[src/rtl/powlib_pipe_pkg.sv]
// Shared helpers for the powlib pipeline slice.
// Provides the ceiling-log2 used to size the valid-stage counter.
package powlib_pipe_pkg;

  // Returns ceil(log2(v)); 0 for v <= 1.
  function automatic int unsigned powlib_clog2(input int unsigned v);
    int unsigned r;
    r = 0;
    for (int unsigned i = 0; i < 32; i++) begin
      if ((64'd1 << i) < 64'(v)) r = i + 1;
    end
    return r;
  endfunction

endpackage

[src/rtl/powlib_flipflop.sv]
// Single W-bit register with optional load enable and optional async reset.
// Reset value is INIT; EAR selects asynchronous reset when set.
module powlib_flipflop #(
  parameter int unsigned    W    = 1,
  parameter logic [W-1:0]   INIT = '0,
  parameter bit             EVLD = 1'b0,
  parameter bit             EAR  = 1'b0
) (
  input  logic         clk,
  input  logic         rst,
  input  logic         vld,
  input  logic [W-1:0] d,
  output logic [W-1:0] q
);

  logic en;

  assign en = !EVLD || vld;

  generate
    if (EAR) begin : g_async
      always_ff @(posedge clk or posedge rst) begin
        if (rst)     q <= INIT;
        else if (en) q <= d;
      end
    end else begin : g_sync
      always_ff @(posedge clk) begin
        if (rst)     q <= INIT;
        else if (en) q <= d;
      end
    end
  endgenerate

endmodule

[src/rtl/powlib_pipe_stage.sv]
// One pipeline stage: data and valid registers sharing the advance enable.
// Data loads whenever the stage advances, independent of the incoming valid.
module powlib_pipe_stage #(
  parameter int unsigned  W    = 8,
  parameter logic [W-1:0] INIT = '0
) (
  input  logic         clk,
  input  logic         rst,
  input  logic [W-1:0] din,
  input  logic         vin,
  input  logic         adv,
  output logic [W-1:0] dout,
  output logic         vout
);

  powlib_flipflop #(
    .W    (W),
    .INIT (INIT),
    .EVLD (1'b1),
    .EAR  (1'b0)
  ) u_data (
    .clk (clk),
    .rst (rst),
    .vld (adv),
    .d   (din),
    .q   (dout)
  );

  powlib_flipflop #(
    .W    (1),
    .INIT (1'b0),
    .EVLD (1'b1),
    .EAR  (1'b0)
  ) u_vld (
    .clk (clk),
    .rst (rst),
    .vld (adv),
    .d   (vin),
    .q   (vout)
  );

endmodule

[src/rtl/powlib_pipe.sv]
// D-stage valid/ready register pipeline with bubble collapsing.
// The advance chain runs combinationally from the output stage back to irdy.
module powlib_pipe
  import powlib_pipe_pkg::*;
#(
  parameter int unsigned  W    = 8,
  parameter int unsigned  D    = 2,
  parameter logic [W-1:0] INIT = '0,
  parameter bit           EBP  = 1'b1
) (
  input  logic                          clk,
  input  logic                          rst,
  input  logic [W-1:0]                  d,
  input  logic                          ivld,
  output logic                          irdy,
  output logic [W-1:0]                  q,
  output logic                          ovld,
  input  logic                          ordy,
  output logic [powlib_clog2(D+1)-1:0]  cnt
);

  localparam int unsigned CW = powlib_clog2(D + 1);

  logic [W-1:0] data [D];
  logic [W-1:0] sdin [D];
  logic [D-1:0] vld;
  logic [D-1:0] svin;
  logic [D-1:0] adv;
  logic         ordy_eff;

  assign ordy_eff = ordy || !EBP;

  // A stage advances if it is empty or everything downstream advances.
  always_comb begin
    adv        = '0;
    adv[D-1]   = !vld[D-1] || ordy_eff;
    for (int unsigned k = 1; k < D; k++) begin
      adv[D-1-k] = !vld[D-1-k] || adv[D-k];
    end
  end

  generate
    for (genvar g = 0; g < D; g++) begin : g_stage
      if (g == 0) begin : g_head
        assign sdin[g] = d;
        assign svin[g] = ivld;
      end else begin : g_body
        assign sdin[g] = data[g-1];
        assign svin[g] = vld[g-1];
      end

      powlib_pipe_stage #(
        .W    (W),
        .INIT (INIT)
      ) u_stage (
        .clk  (clk),
        .rst  (rst),
        .din  (sdin[g]),
        .vin  (svin[g]),
        .adv  (adv[g]),
        .dout (data[g]),
        .vout (vld[g])
      );
    end
  endgenerate

  always_comb begin
    cnt = '0;
    for (int unsigned i = 0; i < D; i++) begin
      cnt = cnt + CW'(vld[i]);
    end
  end

  assign irdy = adv[0] || !EBP;
  assign q    = data[D-1];
  assign ovld = vld[D-1];

endmodule
[config.mk]
export PLATFORM = sky130hd
export DESIGN_NAME = powlib_pipe
export DESIGN_NICKNAME = d
export VERILOG_FILES = /design/src/rtl/powlib_pipe_pkg.sv /design/src/rtl/powlib_flipflop.sv /design/src/rtl/powlib_pipe_stage.sv /design/src/rtl/powlib_pipe.sv
export SDC_FILE = /design/constraint.sdc
export NUM_CORES = 1
export LEC_CHECK = 0
export CAP_MARGIN = 20
export CORE_UTILIZATION = 47
export CTS_BUF_LIST = sky130_fd_sc_hd__clkbuf_16
export CTS_CLUSTER_SIZE = 40
export DETAILED_ROUTE_END_ITERATION = 6
export PLACE_DENSITY = 0.81
export SLEW_MARGIN = 20
export SYNTH_ARGS = -nofsm -noshare
export SYNTH_HDL_FRONTEND = slang
export SYNTH_SLANG_ARGS = --single-unit
[constraint.sdc]
create_clock -name clk -period 1.6 [get_ports clk]
set_input_delay 0.32 -clock clk [delete_from_list [all_inputs] [get_ports clk]]
set_output_delay 0.32 -clock clk [all_outputs]
set_load 0.05 [all_outputs]
==> results.md, run 1 <==
- Fin nets: 119
- Hold Vio Cnt, Final: 0
- Post-Syn Area per Cell: 8.69 um^2
- DR vias: 561
- Fin crit share: 98.6%
- Core ar.: 1510 um^2
- Area growth syn-to-layout: 36.3%
- Wire length per cell: 10.9 um
- Global router's overall resource usage: 16.8%
- Final ANT Viol Nets: 0
- Worst-path fanout max: 3
- Minimum hold slack: 0.448 ns
- Leakage power: 0.433 nW
- Post-synthesis simple-gate area fraction: 23.4%
- Max Buffers Root-to-Sink: 2
- Crit path DAT: 1.26 ns
- Largest family of logic cells by synthesized area: simple AND/OR/NAND/NOR gates
- Initial antenna violation count: 0
- Horiz. Die Dim: 42.3 um
- Critical Path RT: 1.28 ns
- Vias per cell: 4.68
- VDD IR-drop max: 0.000524 V
- Yosys top cell by area: dfxtp_1
- Total Neg Setup Slack: 0 ns
- Leading cell type in the layout, fill and taps excluded: nand2_1
- Status: finished, final reports clean
- Die H: 42.3 um
- Max-slew headroom: 80.3%
- Synth Area in Adders: 1.64%
- Most frequent cells in the layout: nand2_1 (24), dfxtp_1 (18), clkdlybuf4s50_1 (11), buf_4 (11)
- Final WL: 1300 um
- Syn nets: 101
- Skew final: 0.000844 ns
- Post-Syn Area: 764 um^2
- Cell row count: 14
- Clock Sinks: 18
- Endpoints failing setup: 0
- Number of CTS-inserted buffers: 3
- Crit path capture type: primary output
- First-pass GRT wire length: 2200 um
- Mapped Cells: 88
- # port buffers: 23
- Worst-path clk slew: 0.05 ns
- 1st-pass router iterations: 4
- Critical path launch point type: input port
- FMAX: 634 MHz
- Worst setup path class: in -> out
- DR iter-0 viols: 6
- Max-cap violations: 0
- P per Cell Area: 1090 nW/um^2
- Ant diodes: 0
- Worst min-delay path class: reg -> reg
- Sequential area share after synthesis: 47.1%
- Synthesis Warnings: 0
- Post-CTS setup buffer count: 0
- GRT overflow: 0
- Die ar.: 1790 um^2
- Layout cells sized above 1: 35.6%
- Layout filler cell count: 140
- # H-tree levels: 1
- FF+latch count, synth: 18
- Mux contribution to synthesized area: 0%
- Largest net degree at the start of global routing: 19
- # DRC: 0
- Initial Util: 50.7%
- Number of global-route vias before repair: 517
- Worst skew pair latency: 0.24 ns
- Yosys top cell area share: 47.1%
- Count of different cell masters after synthesis: 15
- Xor/xnor share of the synthesized area: 0%
- Area contributors post-synth: dfxtp_1 (47%), nand2_1 (12%), a21oi_2 (9.2%)
- Crit path time final: 1.58 ns
- GPL Wtd Cong: 0.739
- Fin. max-slew vios: 0
- Slew @ Worst Pin: 0.296 ns
- Synth Area in Compound Gates: 14.4%
- CTS tree: built
- RSZ-0062 raised after global routing: no
- DP HPWL: 918 um
- Io pins: 24
- Non-Filler Instances: 120
- Root buffer cell: clkbuf_16
- Placed insts: 117
-- synth_stat cells --
master	instances
nand2_1	24
dfxtp_1	18
a21oi_1	8
a21oi_2	8
buf_4	8
nand2_2	8
nor2_1	4
buf_2	3
and2b_2	1
and3b_1	1
buf_6	1
clkbuf_2	1
ha_1	1
inv_8	1
nand2b_1	1
-- metal layers --
metal	GRT usage, %	part of all wire [%]
met4	13.8	2.8
met1	21.2	46
met5	0	0
met2	24.9	48
met3	2.59	3.1
-- critical path: stages --
cell and delay (ns):
clkdlybuf4s50_1 0.49, and3b_2 0.26, inv_8 0.06, buf_12 0.12
-- sequential cells by signal (all words and copies together), names as in the netlist --
| signal | flops |
|---|---|
| g_stage.u_stage.u_vld.q | 2 |
| g_stage.u_stage.u_data.q | 16 |
-- final cells by class --
cell class | count | area (um^2) | share of cell area, %
flip-flops and latches | 18 | 360 | 34.6
multi-input cells | 56 | 303 | 29.1
repair buffers | 26 | 273 | 26.2
clock buffers | 3 | 75.1 | 7.20
well taps | 16 | 20.0 | 1.92
inverters | 1 | 11.3 | 1.08
-- what timing repair did --
item,4_1_cts,5_1_grt
hold endpoints to repair,0,0
gates resized for setup,1,0
setup endpoints to repair,1,0
hold buffers,0,0
-- power breakdown --
| part | switching, W | internal [W] |
|---|---|---|
| Sequential | 0.0000136 | 0.000473 |
| Clock | 0.000149 | 0.000328 |
| Combinational | 0.0000944 | 0.0000764 |
| Total | 0.000257 | 0.000877 |
-- final timing paths --
path / slack [ns] / cells after the start / end / startpoint
worst max-delay path: 0.02 / 4 / irdy / ordy
worst min-delay path: 0.45 / 2 / g_stage[1].u_stage.u_data.q[4] / g_stage[1].u_stage.u_data.q[4]
worst min register to register: 0.45 / 2 / g_stage[1].u_stage.u_data.q[4] / g_stage[1].u_stage.u_data.q[4]
worst max register to register: 0.42 / 5 / g_stage[0].u_stage.u_data.q[1] / g_stage[1].u_stage.u_vld.q
-- through the flow --
stage / utilization (%) / power (W) / area [um^2] / setup WS [ns]
2_1_floorplan: - / 0.000605 / 764 / 0.0757
3_3_place_gp: 64.1 / 0.000663 / 966 / -0.00602
3_5_place_dp: 64.1 / 0.000666 / 966 / 0.00213
4_1_cts: 69.2 / 0.00115 / 1040 / 0.0235
5_1_grt: 69.2 / 0.00118 / 1040 / 0.00122
6_report: 69.2 / 0.00113 / 1040 / 0.0225
-- logic make-up (layout without fill, tap and decap cells) --
family,Yosys count,after routing
and+or+nand+nor,39,39
DFF,18,18
adders and majority gates,1,1
buffers and inverters,14,30
AOI/OAI and AO/OA,16,16
(Power assumes the default switching activity.)
==> run 2: changes to the inputs <==
--- a/config.mk
+++ b/config.mk
@@ -6,11 +6,12 @@
 export NUM_CORES = 1
 export LEC_CHECK = 0
 export CAP_MARGIN = 20
-export CORE_UTILIZATION = 47
+export CORE_UTILIZATION = 52
 export CTS_BUF_LIST = sky130_fd_sc_hd__clkbuf_16
 export CTS_CLUSTER_SIZE = 40
 export DETAILED_ROUTE_END_ITERATION = 6
-export PLACE_DENSITY = 0.81
+export DONT_BUFFER_PORTS = 1
+export PLACE_DENSITY = 0.67
 export SLEW_MARGIN = 20
 export SYNTH_ARGS = -nofsm -noshare
 export SYNTH_HDL_FRONTEND = slang
==> run 2 against run 1 <==
Against the previous run:
- final cell count shrank 18%
- first-iteration DRC count shrank 33%
- sequential cell count is the same
- global-route usage grew 0.67 points
- largest cell class unchanged
- core utilization shrank 7.3 points
- sequential share of layout area grew 9.1 points
- fmax grew 12%
- clock skew grew 0.0014 ns
- critical path depth shrank 2
- routed wire length shrank 8.0%
- hold slack lost 0.32 ns
- clock power grew 3%
==> results.md, run 2 (synthesis gave the netlist of run 1 again) <==
- Wire length per cell: 12.2 um
- Crit path DAT: 1.09 ns
- Ant diodes: 0
- Skew final: 0.00223 ns
- Hold Vio Cnt, Final: 0
- Post-CTS setup buffer count: 0
- Most frequent cells in the layout: nand2_1 (24), dfxtp_1 (18), a21oi_1 (8), nand2_2 (8), a21oi_2 (8)
- Fin nets: 97
- Leakage power: 0.327 nW
- Die H: 40.3 um
- Met2 GRT Util: 21.4%
- Slew @ Worst Pin: 0.507 ns
- Worst skew pair latency: 0.24 ns
- Leading cell type in the layout, fill and taps excluded: nand2_1
- Grt peak-use layer: met1
- Io pins: 24
- # DRC: 0
- Die ar.: 1630 um^2
- Fin. max-slew vios: 0
- Routing usage on met1: 24.1%
- Global router's overall resource usage: 17.4%
- Final core utilization: 61.9%
- RSZ-0062 raised after global routing: no
- Layout cells sized above 1: 30.1%
- Critical Path RT: 1.28 ns
- Root buffer cell: clkbuf_16
- Worst setup path class: reg -> out
- Max Buffers Root-to-Sink: 2
- Largest regs: g_stage.u_stage.u_data.q x16, g_stage.u_stage.u_vld.q x2
- # resized after CTS: 0
- FMAX: 710 MHz
- Biggest register: g_stage.u_stage.u_data.q
- Hold Path Cell Cnt: 1
- # port buffers: 0
- CP max-delay cell: dfxtp_1
- Fin crit share: 88.0%
- Final WL: 1200 um
- Horiz. Die Dim: 40.3 um
- Endpoints failing setup: 0
- Total power: 0.00109 W
- Crit-path cells: ha_1 -> buf_12
- Area of the multi-input gates: 302 um^2
- DR vias: 512
- Core ar.: 1330 um^2
- Largest register FFs: 16
- Critical Path Max Stage Delay: 0.34 ns
- Critical path launch point type: flip-flop
- Crit path capture type: primary output
- GPL Wtd Cong: 0.711
- VDD IR-drop max: 0.000638 V
- DP HPWL: 879 um
- Max-cap violations: 0
- Total Neg Setup Slack: 0 ns
- Worst-path clk slew: 0.05 ns
- First-pass GRT wire length: 1800 um
- Initial Util: 57.3%
- Status: finished, final reports clean
- Hold_buf cts: 0
- Initial antenna violation count: 0
- GRT overflow: 0
- # H-tree levels: 1
- Number of global-route vias before repair: 450
- R2R depth: 4
- Crit path time final: 1.41 ns
- Final ANT Viol Nets: 0
- Number of CTS-inserted buffers: 3
- Max-slew headroom: 66.2%
- Worst-path fanout max: 5
- Worst min-delay path class: in -> reg
- DR iter-0 viols: 4
- Layout filler cell count: 115
- CTS tree: built
- Register Area: 360 um^2
- Cell row count: 13
- Vias per cell: 5.22
- Area growth syn-to-layout: 8.02%
- Clock Sinks: 18
- P per Cell Area: 1310 nW/um^2
- Largest net degree at the start of global routing: 19
- 1st-pass router iterations: 3
- Met3 Use GR: 6.67%
==> run 2: cell types whose count changed in the layout (fill, tap and decap cells not counted) <==
cell	change
buf_12	-2
clkdlybuf4s50_1	-11
buf_4	-9
and3b_2	-1
and3b_1	+1
clkinv_1	+1
==> run 2: layout make-up <==
cell class	instances	area share [%]
repair buffers	4	6.67
clock inverters	1	0.455
inverters	1	1.36
clock buffers	3	9.09
flip-flops and latches	18	43.6
well taps	15	2.27
multi-input cells	56	36.5
==> run 2: worst paths after layout <==
kind                                                startpoint                        endpoint  slack [ns]
worst max-delay path                g_stage[1].u_stage.u_vld.q                          cnt[0]        0.19
worst min-delay path                                       rst  g_stage[0].u_stage.u_data.q[5]        0.13
worst max register to register      g_stage[1].u_stage.u_vld.q  g_stage[0].u_stage.u_data.q[2]        0.42
worst min register to register  g_stage[0].u_stage.u_data.q[4]  g_stage[1].u_stage.u_data.q[4]        0.45
==> run 2: per-stage QoR <==
stage	hold slack, ns	cell area, um^2	std cells	setup slack (ns)
final	0.129	826	98	0.192
after global routing	0.124	826	98	0.170
after CTS	0.127	826	98	0.195
after detailed placement	0.385	747	94	0.447
after global placement	0.384	747	94	0.481
after floorplan	0.432	764	88	0.0757
==> run 2: worst max-delay path: cells and delay by family (launching register included) <==
kind | cells | cell delay, ns
adder cells (fa/ha/maj) | 1 | 0.34
flip-flops | 1 | 0.34
buffers and inverters | 1 | 0.16
==> run 2: power by group <==
part / leakage (nW) / internal, W / switching [W]
Sequential: 0.149 / 0.000473 / 0.0000461
Combinational: 0.139 / 0.0000361 / 0.0000434
Clock: 0.0385 / 0.000332 / 0.000156
Total: 0.327 / 0.000840 / 0.000245
==> run 2: layer usage <==
layer  vias up  part of all wire, %
met5         -                    0
met4         0                  1.2
met3         2                  6.8
met2        15                   43
met1       233                   49
li1        262                    -
==> run 3: changes to the inputs <==
--- a/config.mk
+++ b/config.mk
@@ -6,13 +6,13 @@
 export NUM_CORES = 1
 export LEC_CHECK = 0
 export CAP_MARGIN = 20
-export CORE_UTILIZATION = 52
+export CORE_AREA = 2 2 39 41
 export CTS_BUF_LIST = sky130_fd_sc_hd__clkbuf_16
 export CTS_CLUSTER_SIZE = 40
 export DETAILED_ROUTE_END_ITERATION = 6
+export DIE_AREA = 0 0 41 43
 export DONT_BUFFER_PORTS = 1
-export PLACE_DENSITY = 0.67
-export SLEW_MARGIN = 20
 export SYNTH_ARGS = -nofsm -noshare
 export SYNTH_HDL_FRONTEND = slang
+export SYNTH_HIERARCHICAL = 1
 export SYNTH_SLANG_ARGS = --single-unit
==> run 3 against run 2 <==
Against the previous run:
- clock-buffer cell count did not move
- global-route usage fell by 1.8 points
- synthesized area fell by 13%
- critical endpoint is now irdy
- highest routed layer unchanged
- combinational power fell by 35%
- total power fell by 2.2%
- non-clock buffer count rose by 1
==> results.md, run 3 <==
- FMAX: 644 MHz
- Initial antenna violation count: 0
- Status: finished, final reports clean
- Area of the multi-input gates: 274 um^2
- Ant diodes: 0
- Slew @ Worst Pin: 0.530 ns
- Mapped Cells: 61
- Critical Path Max Stage Delay: 0.45 ns
- Sw Pwr: 0.000235 W
- Register Area: 364 um^2
- Clock Sinks: 18
- # resized after CTS: 0
- Layout cells sized above 1: 13.6%
- # DRC: 0
- Most frequent cells in the layout: mux2i_1 (18), nor2_1 (18), dfxtp_1 (17), buf_4 (5), clkbuf_16 (3)
- Die ar.: 1760 um^2
- Hold_buf cts: 0
- Synthesis Warnings: 6
- Sequential area share after synthesis: 54.2%
- Final WS setup: 0.0468 ns
- Internal cell power: 0.000827 W
- R2R depth: 4
- Crit path time final: 1.55 ns
- Largest net degree at the start of global routing: 19
- Worst-path clk slew: 0.05 ns
- Post-synth EDFFs: 0
- Final ANT Viol Nets: 0
- Seq pwr share: 49.0%
- Io pins: 24
- RSZ-0062 raised after global routing: no
- Critical Path Stages: 2
- DR iter-0 viols: 3
- FF+latch count, synth: 18
- Area growth syn-to-layout: 16.6%
- Logic gate share of total power: 4.9%
- First-pass GRT wire length: 1780 um
- Routing usage on met1: 18.4%
- Total Neg Setup Slack: 0 ns
- P per Cell Area: 1370 nW/um^2
- Number of global-route vias before repair: 418
- Post-Syn Area per Cell: 10.9 um^2
- Number of CTS-inserted buffers: 3
- GRT overflow: 0
- Met3 Use GR: 6.81%
- # H-tree levels: 1
- Critical Path RT: 1.28 ns
- Ys flop type: dfxtp_1
- Critical path launch point type: flip-flop
- Total power: 0.00106 W
- Place WS: 0.303 ns
- Count of different cell masters after synthesis: 8
- Async SR Flop Fraction: 0%
- Bufs and invs on worst path: 1
- Skew final: 0.000729 ns
- Layout filler cell count: 119
- Crit path capture type: primary output
- Die H: 43 um
- VDD IR-drop max: 0.00112 V
- Endpoints failing setup: 0
- Switching Share: 22.1%
- Crit path DAT: 1.23 ns
- CTS tree: built
- Horiz. Die Dim: 41 um
- Fin nets: 80
- Met2 GRT Util: 22.2%
- # port buffers: 0
- Post-CTS setup buffer count: 0
- Global router's overall resource usage: 15.7%
- Largest register FFs: 16
- Root buffer cell: clkbuf_16
- Final WL: 1070 um
- Max-cap violations: 0
- CP max-delay cell: dfxtp_4
- Yosys top cell area share: 54.2%
- Post-Syn Area: 664 um^2
- Core ar.: 1380 um^2
- Wire length per cell: 13.0 um
- Initial Util: 48.0%
- Largest regs: g_stage.u_stage/u_data/q x16, g_stage.u_stage/u_vld/q x2
- Yosys top cell by area: dfxtp_1
- Worst min-delay path class: in -> reg
- Worst-path fanout max: 5
- Area contributors post-synth: dfxtp_1 (54%), mux2i_1 (27%), nor2_1 (10%)
- Worst skew pair latency: 0.24 ns
- Hold Vio Cnt, Final: 0
- Grt peak-use layer: met2
- Synth cell count leaders: dfxtp_1 (18), mux2i_1 (18), nor2_1 (18)
- Vias per cell: 4.99
- Crit-path cells: nand3b_1 -> buf_4
- GPL Wtd Cong: 0.648
- Worst setup path class: reg -> out
- Syn nets: 74
- Hold Path Cell Cnt: 1
- Biggest register: g_stage.u_stage/u_data/q
- Cell row count: 14
- Leakage power: 0.435 nW
- Clock network power share: 46.1%
- DR vias: 409
- Max-slew headroom: 64.6%
- Fin crit share: 97.1%
- Cell family with most CP delay: flip-flops
- 1st-pass router iterations: 2
- Fin. max-slew vios: 0
- Max Buffers Root-to-Sink: 2
==> run 3: cell count changes after synthesis, sizes merged <==
cell    change
buf         -8
nor2       +14
nand3b      +1
nand2      -32
and2b       -1
mux2i      +18
inv         -1
clkbuf      -1
and3b       -1
a21oi      -16
==> run 3: logic make-up (layout without fill, tap and decap cells) <==
| kind of cell | Yosys count | after routing | synth area share, % |
|---|---|---|---|
| fa+ha+maj | 1 | 1 | 1.88 |
| flops | 18 | 18 | 54.2 |
| mux | 18 | 18 | 27.1 |
| buf+inv | 4 | 9 | 4.52 |
| simple gates | 20 | 20 | 12.2 |
==> run 3: power groups by stage <==
stage	combinational, W	sequential (W)	clock (W)
2_1_floorplan	0.0000519	0.000526	0
3_3_place_gp	0.0000512	0.000529	0
3_5_place_dp	0.0000523	0.000530	0
4_1_cts	0.0000526	0.000520	0.000500
5_1_grt	0.0000583	0.000523	0.000521
6_report	0.0000520	0.000520	0.000490
==> run 3: cell type report <==
cell class	count	share of cell area [%]
flip-flops and latches	18	47.0
clock buffers	3	9.69
well taps	16	2.58
multi-input cells	39	35.4
repair buffers	5	4.85
clock inverters	1	0.485
==> run 3: per-layer routing <==
metal / wire (um) / vias up
met4: 17 / 0
li1: - / 209
met1: 491 / 184
met2: 478 / 14
met3: 83 / 2
met5: 0 / -
==> run 3: worst reg2reg max path: cells and delay by family, from the launching register on <==
family                 cells  cell delay [ns]
AND/OR/NAND/NOR            2             0.31
flip-flops                 1             0.45
multiplexers               1             0.15
buffers and inverters      1             0.26
==> run 3: final timing paths <==
check	startpoint	to	slack (ns)
min reg2reg	g_stage[0].u_stage/u_data/q[2]	g_stage[0].u_stage/u_data/q[2]	0.49
max reg2reg	g_stage[1].u_stage/u_vld/q	g_stage[0].u_stage/u_data/q[3]	0.32
max	g_stage[1].u_stage/u_vld/q	irdy	0.05
min	rst	g_stage[1].u_stage/u_vld/q	0.13
==> run 3: through the flow <==
stage	util, %	hold WS, ns	cell area (um^2)	cells
floorplan	-	0.383	668	61
global placement	50.3	0.385	696	78
detailed placement	50.3	0.389	696	78
CTS	56.0	0.133	774	82
global route	56.0	0.132	774	82
finish	56.0	0.134	774	82
==> variant 1 (flow settings as in run 3) <==
`EAR` is set to 1'b0 in 3 places; all go to 1'b1.
--- a/src/rtl/powlib_flipflop.sv
+++ b/src/rtl/powlib_flipflop.sv
@@ -4,7 +4,7 @@
   parameter int unsigned    W    = 1,
   parameter logic [W-1:0]   INIT = '0,
   parameter bit             EVLD = 1'b0,
-  parameter bit             EAR  = 1'b0
+  parameter bit             EAR  = 1'b1
 ) (
   input  logic         clk,
   input  logic         rst,
--- a/src/rtl/powlib_pipe_stage.sv
+++ b/src/rtl/powlib_pipe_stage.sv
@@ -17,7 +17,7 @@
     .W    (W),
     .INIT (INIT),
     .EVLD (1'b1),
-    .EAR  (1'b0)
+    .EAR  (1'b1)
   ) u_data (
     .clk (clk),
     .rst (rst),
@@ -30,7 +30,7 @@
     .W    (1),
     .INIT (1'b0),
     .EVLD (1'b1),
-    .EAR  (1'b0)
+    .EAR  (1'b1)
   ) u_vld (
     .clk (clk),
     .rst (rst),
Formal check against the unedited RTL: not equivalent (Yosys sat finds a counterexample within 4 cycles, from zero or initial values and one cycle with rst high).
==> variant 1 against run 3 <==
Worst setup slack better by 0.033 ns. First-iteration DRC count up 67%. Synthesized cell count down 26%. Sequential cell count unchanged. Critical path type unchanged. Synthesized area up 18%. Final cell count down 13%. Design area up 23%. Largest cell class unchanged. Core utilization up 13 points. Die area unchanged. Wire length up 21%.
Power is not compared: it rests on default switching activity, and its combinational part moved more than twofold at a synthesized area within 25%.
==> variant 1: results (changes against run 3) <==
status=finished, final reports clean (unchanged); VDD IR max=0.0008529 V; critical path arrival=1.20 ns (was 1.23 ns); initial antenna violation count=0 (unchanged); largest net degree at the start of global routing=11 (was 19); Crit Path Max Fanout=7 (was 5); Via-to-Cell Ratio=5.352 (was 4.988); CTS H-Tree Depth=1 (unchanged); GRT Resource Usage Total=19.75% (was 15.65%); first-pass GRT wire length=2125 um (was 1780 um); Lkg Pwr=0.4907 nW; # setup viols final=0 (unchanged); iteration-0 DRC count of the detailed router=5 (was 3); Worst-path clk slew=0.05 ns (about the same); Yosys cell types=7 (was 8); Post-synth top cells=dfrtp_1, mux2_4, inv_1 (was dfxtp_1, mux2i_1, nor2_1); routability cong.=0.7183 (was 0.6480); Layout Skew=0.0009963 ns (was 0.0007292 ns); Hold Crit Class=in2reg (unchanged); clock buffer depth=2 (unchanged); Total Nets Final=69 (was 80); WL/cell=18.18 um (was 13.05 um); Placed Instance Area=860.8 um2 (was 695.7 um2); cell family with most CP delay=flip-flops (unchanged); post-synth net total=58 (was 74); number of global-route vias before repair=452 (was 418); post-synthesis async set-or-reset flop share=100.0% (was 0%); Synth area leaders=dfrtp_1, mux2_4, buf_6, inv_1, ha_1 (was dfxtp_1, mux2i_1, nor2_1, buf_6, ha_1); Main synth FF type=dfrtp_1 (was dfxtp_1); synth warn=6 (unchanged); First-pass DRT Iterations=3 (was 2); headroom to the max-slew limit=66.54% (was 64.63%); cell area after layout=949.7 um2 (was 774.5 um2); share of layout cells above drive strength 1=52.73% (was 13.64%); Fillers=93 (was 119); Worst path max stage delay=0.43 ns (was 0.45 ns); ant diodes=0 (unchanged); Final HPWL DP=962 um; Clock Tree Root=clkbuf_16 (unchanged); sequential area share after synthesis=57.42% (was 54.24%); slowest cell on the critical path=dfrtp_2 (was dfxtp_4)
## variant 1: layout make-up
class | count | share of cell area [%]
Inverter | 4 | 1.581
Multi-Input combinational cell | 21 | 31.23
Timing Repair Buffer | 8 | 9.223
Tap cell | 16 | 2.108
Sequential cell | 18 | 47.56
Clock buffer | 3 | 7.905
Clock inverter | 1 | 0.3953
## variant 1: kinds of logic (layout without fill, tap and decap cells)
family,Yosys count,in the layout,share of synthesized area (%)
multiplexers,18,18,34.45
adder cells (fa/ha/maj),1,1,1.595
AND/OR/NAND/NOR,2,2,1.755
flip-flops,18,18,57.42
buffers and inverters,6,16,4.784
## variant 1: final timing paths
check,startpoint,cells past startpoint,to,slack (ns)
setup / recovery,g_stage[1].u_stage/u_vld/q$_DFFE_PP0P_,3,irdy,0.08
hold / removal,d[1],1,g_stage[0].u_stage/u_data/q[1]$_DFFE_PP0P_,0.22
setup reg to reg,g_stage[1].u_stage/u_vld/q$_DFFE_PP0P_,3,g_stage[1].u_stage/u_data/q[0]$_DFFE_PP0P_,0.42
hold reg to reg,g_stage[0].u_stage/u_data/q[3]$_DFFE_PP0P_,1,g_stage[1].u_stage/u_data/q[3]$_DFFE_PP0P_,0.51
max in group asynchronous,rst,2,g_stage[1].u_stage/u_data/q[2]$_DFFE_PP0P_,0.85
min in group asynchronous,rst,2,g_stage[1].u_stage/u_vld/q$_DFFE_PP0P_,0.41
## variant 1: repair_timing
item	in CTS	in global routing
hold buffers	1	0
gates resized for setup	0	0
setup buffers	0	0
hold endpoints to repair	18	0
## variant 1: routing by layer
layer | part of all wire [%] | vias up | track usage, % | wire length [um]
li1 | - | 173 | - | -
met1 | 42 | 185 | 24.11 | 547
met2 | 49 | 17 | 27.19 | 635
met3 | 6.4 | 5 | 9.424 | 83
met4 | 1.9 | 0 | 12.00 | 25
met5 | 0 | - | 0 | 0
## variant 1: power by group
part	leakage [nW]	internal [mW]	total [mW]	switching, mW
clock	0.0385	0.332	0.492	0.160
sequential	0.209	0.514	0.678	0.164
combinational	0.243	0.151	0.276	0.124
## variant 1: per-stage QoR
step / hold slack (ns) / std cells / setup slack (ns) / setup TNS [ns]
3_3_place_gp: 0.05027 / 66 / 0.3735 / 0
6_report: 0.2185 / 71 / 0.08031 / 0
4_1_cts: 0.2148 / 71 / 0.07088 / 0
3_5_place_dp: 0.05162 / 66 / 0.3470 / 0
2_1_floorplan: 0.04871 / 45 / -0.1965 / -1.603
5_1_grt: 0.2108 / 71 / 0.03082 / 0
==> variant 2 (config.mk and constraints of run 3) <==
Without the edit above. Put a register stage on the output `cnt`, without a reset. The value now appears one clock later. The other outputs are not delayed to match.
--- a/src/rtl/powlib_pipe.sv
+++ b/src/rtl/powlib_pipe.sv
@@ -20,6 +20,8 @@
 );
 
   localparam int unsigned CW = powlib_clog2(D + 1);
+
+  logic [powlib_clog2(D+1)-1:0] cnt_d;
 
   logic [W-1:0] data [D];
   logic [W-1:0] sdin [D];
@@ -65,9 +67,9 @@
   endgenerate
 
   always_comb begin
-    cnt = '0;
+    cnt_d = '0;
     for (int unsigned i = 0; i < D; i++) begin
-      cnt = cnt + CW'(vld[i]);
+      cnt_d = cnt_d + CW'(vld[i]);
     end
   end
 
@@ -75,4 +77,8 @@
   assign q    = data[D-1];
   assign ovld = vld[D-1];
 
+  always_ff @(posedge clk) begin
+    cnt <= cnt_d;
+  end
+
 endmodule
Formal check against the unedited RTL: not equivalent (a bounded check fails within 4 cycles, from zero or initial values and one cycle with rst high).
==> variant 2 against run 3 <==
Design area up 3.2%. Synthesized cell count up 3.3%. Wire length up 3.9%. Combinational power down 27%. Sequential cell count up 2. Sequential power up 12%. Synthesized area up 6.0%. Sequential share of layout area up 3.5 points. Worst setup slack better by 0.18 ns. Total power up 5.1%.
==> variant 2: results (changes against run 3) <==
multi-input combinational area share=34.27% (was 35.38%); routability cong.=0.5505 (was 0.6480); clk cell area share=9.859% (was 10.18%); Lkg Pwr=0.4416 nW (was 0.4348 nW); Routed WL=1112 um (was 1070 um); GRT met3 Usage=6.283% (was 6.806%); Post-Route M1 WL=535 um (was 491 um); iteration-0 DRC count of the detailed router=6 (was 3); critical path arrival=1.05 ns (was 1.23 ns); Synth area leaders=dfxtp_1, mux2i_1, nor2_1, buf_6, ha_1 (unchanged); vias=419 (was 409); status=finished, final reports clean (unchanged); Post-synth top cells=dfxtp_1, mux2i_1, nor2_1 (unchanged); Crit Path Max Fanout=6 (was 5); Placed Instance Area=720.7 um2 (was 695.7 um2); Signal buffers=3 (was 5); metal3 WL=103 um (was 83 um); share of layout cells above drive strength 1=10.61% (was 13.64%); Avg Inst Size Synth=11.18 um2 (was 10.89 um2); first-pass GRT wire length=1669 um (was 1780 um); met1 usage=17.39% (was 18.39%); Fillers=126 (was 119); post-synth net total=76 (was 74); WL met2=463 um (was 478 um); met2 GRT Util=20.31% (was 22.19%); Sw Ratio=21.36% (was 22.09%); VDD IR max=0.0007244 V (was 0.001116 V); Power Internal=0.8772 mW (was 0.8270 mW); sequential area share after synthesis=56.84% (was 54.24%); register area=404.1 um2 (was 364.1 um2); NonClk Buf Share=2.817% (was 4.847%); combinational gate power=0.0380 mW (was 0.0520 mW); Layout area overhead=13.50% (was 16.57%); Util after Layout=57.78% (was 55.97%)
variant 2: cell types whose count changed after synthesis, sizes merged:
| cell | delta |
|---|---|
| dfxtp | +2 |
variant 2: path summary, 6_finish.rpt:
kind | start | endpoint | slack [ns] | cells past startpoint
setup / recovery | g_stage[1].u_stage/u_vld/q$_SDFFE_PP0P_ | irdy | 0.23 | 2
hold / removal | rst | g_stage[1].u_stage/u_vld/q$_SDFFE_PP0P_ | 0.13 | 1
setup reg to reg | g_stage[1].u_stage/u_vld/q$_SDFFE_PP0P_ | g_stage[0].u_stage/u_data/q[3]$_SDFFE_PP0P_ | 0.44 | 4
hold reg to reg | g_stage[0].u_stage/u_data/q[6]$_SDFFE_PP0P_ | g_stage[1].u_stage/u_data/q[6]$_SDFFE_PP0P_ | 0.49 | 2
variant 2: logic make-up after synthesis:
logic type,synth area share [%]
and+or+nand+nor,11.55
buffers and inverters,4.263
adders and majority gates,1.776
DFF,56.84
muxes,25.58
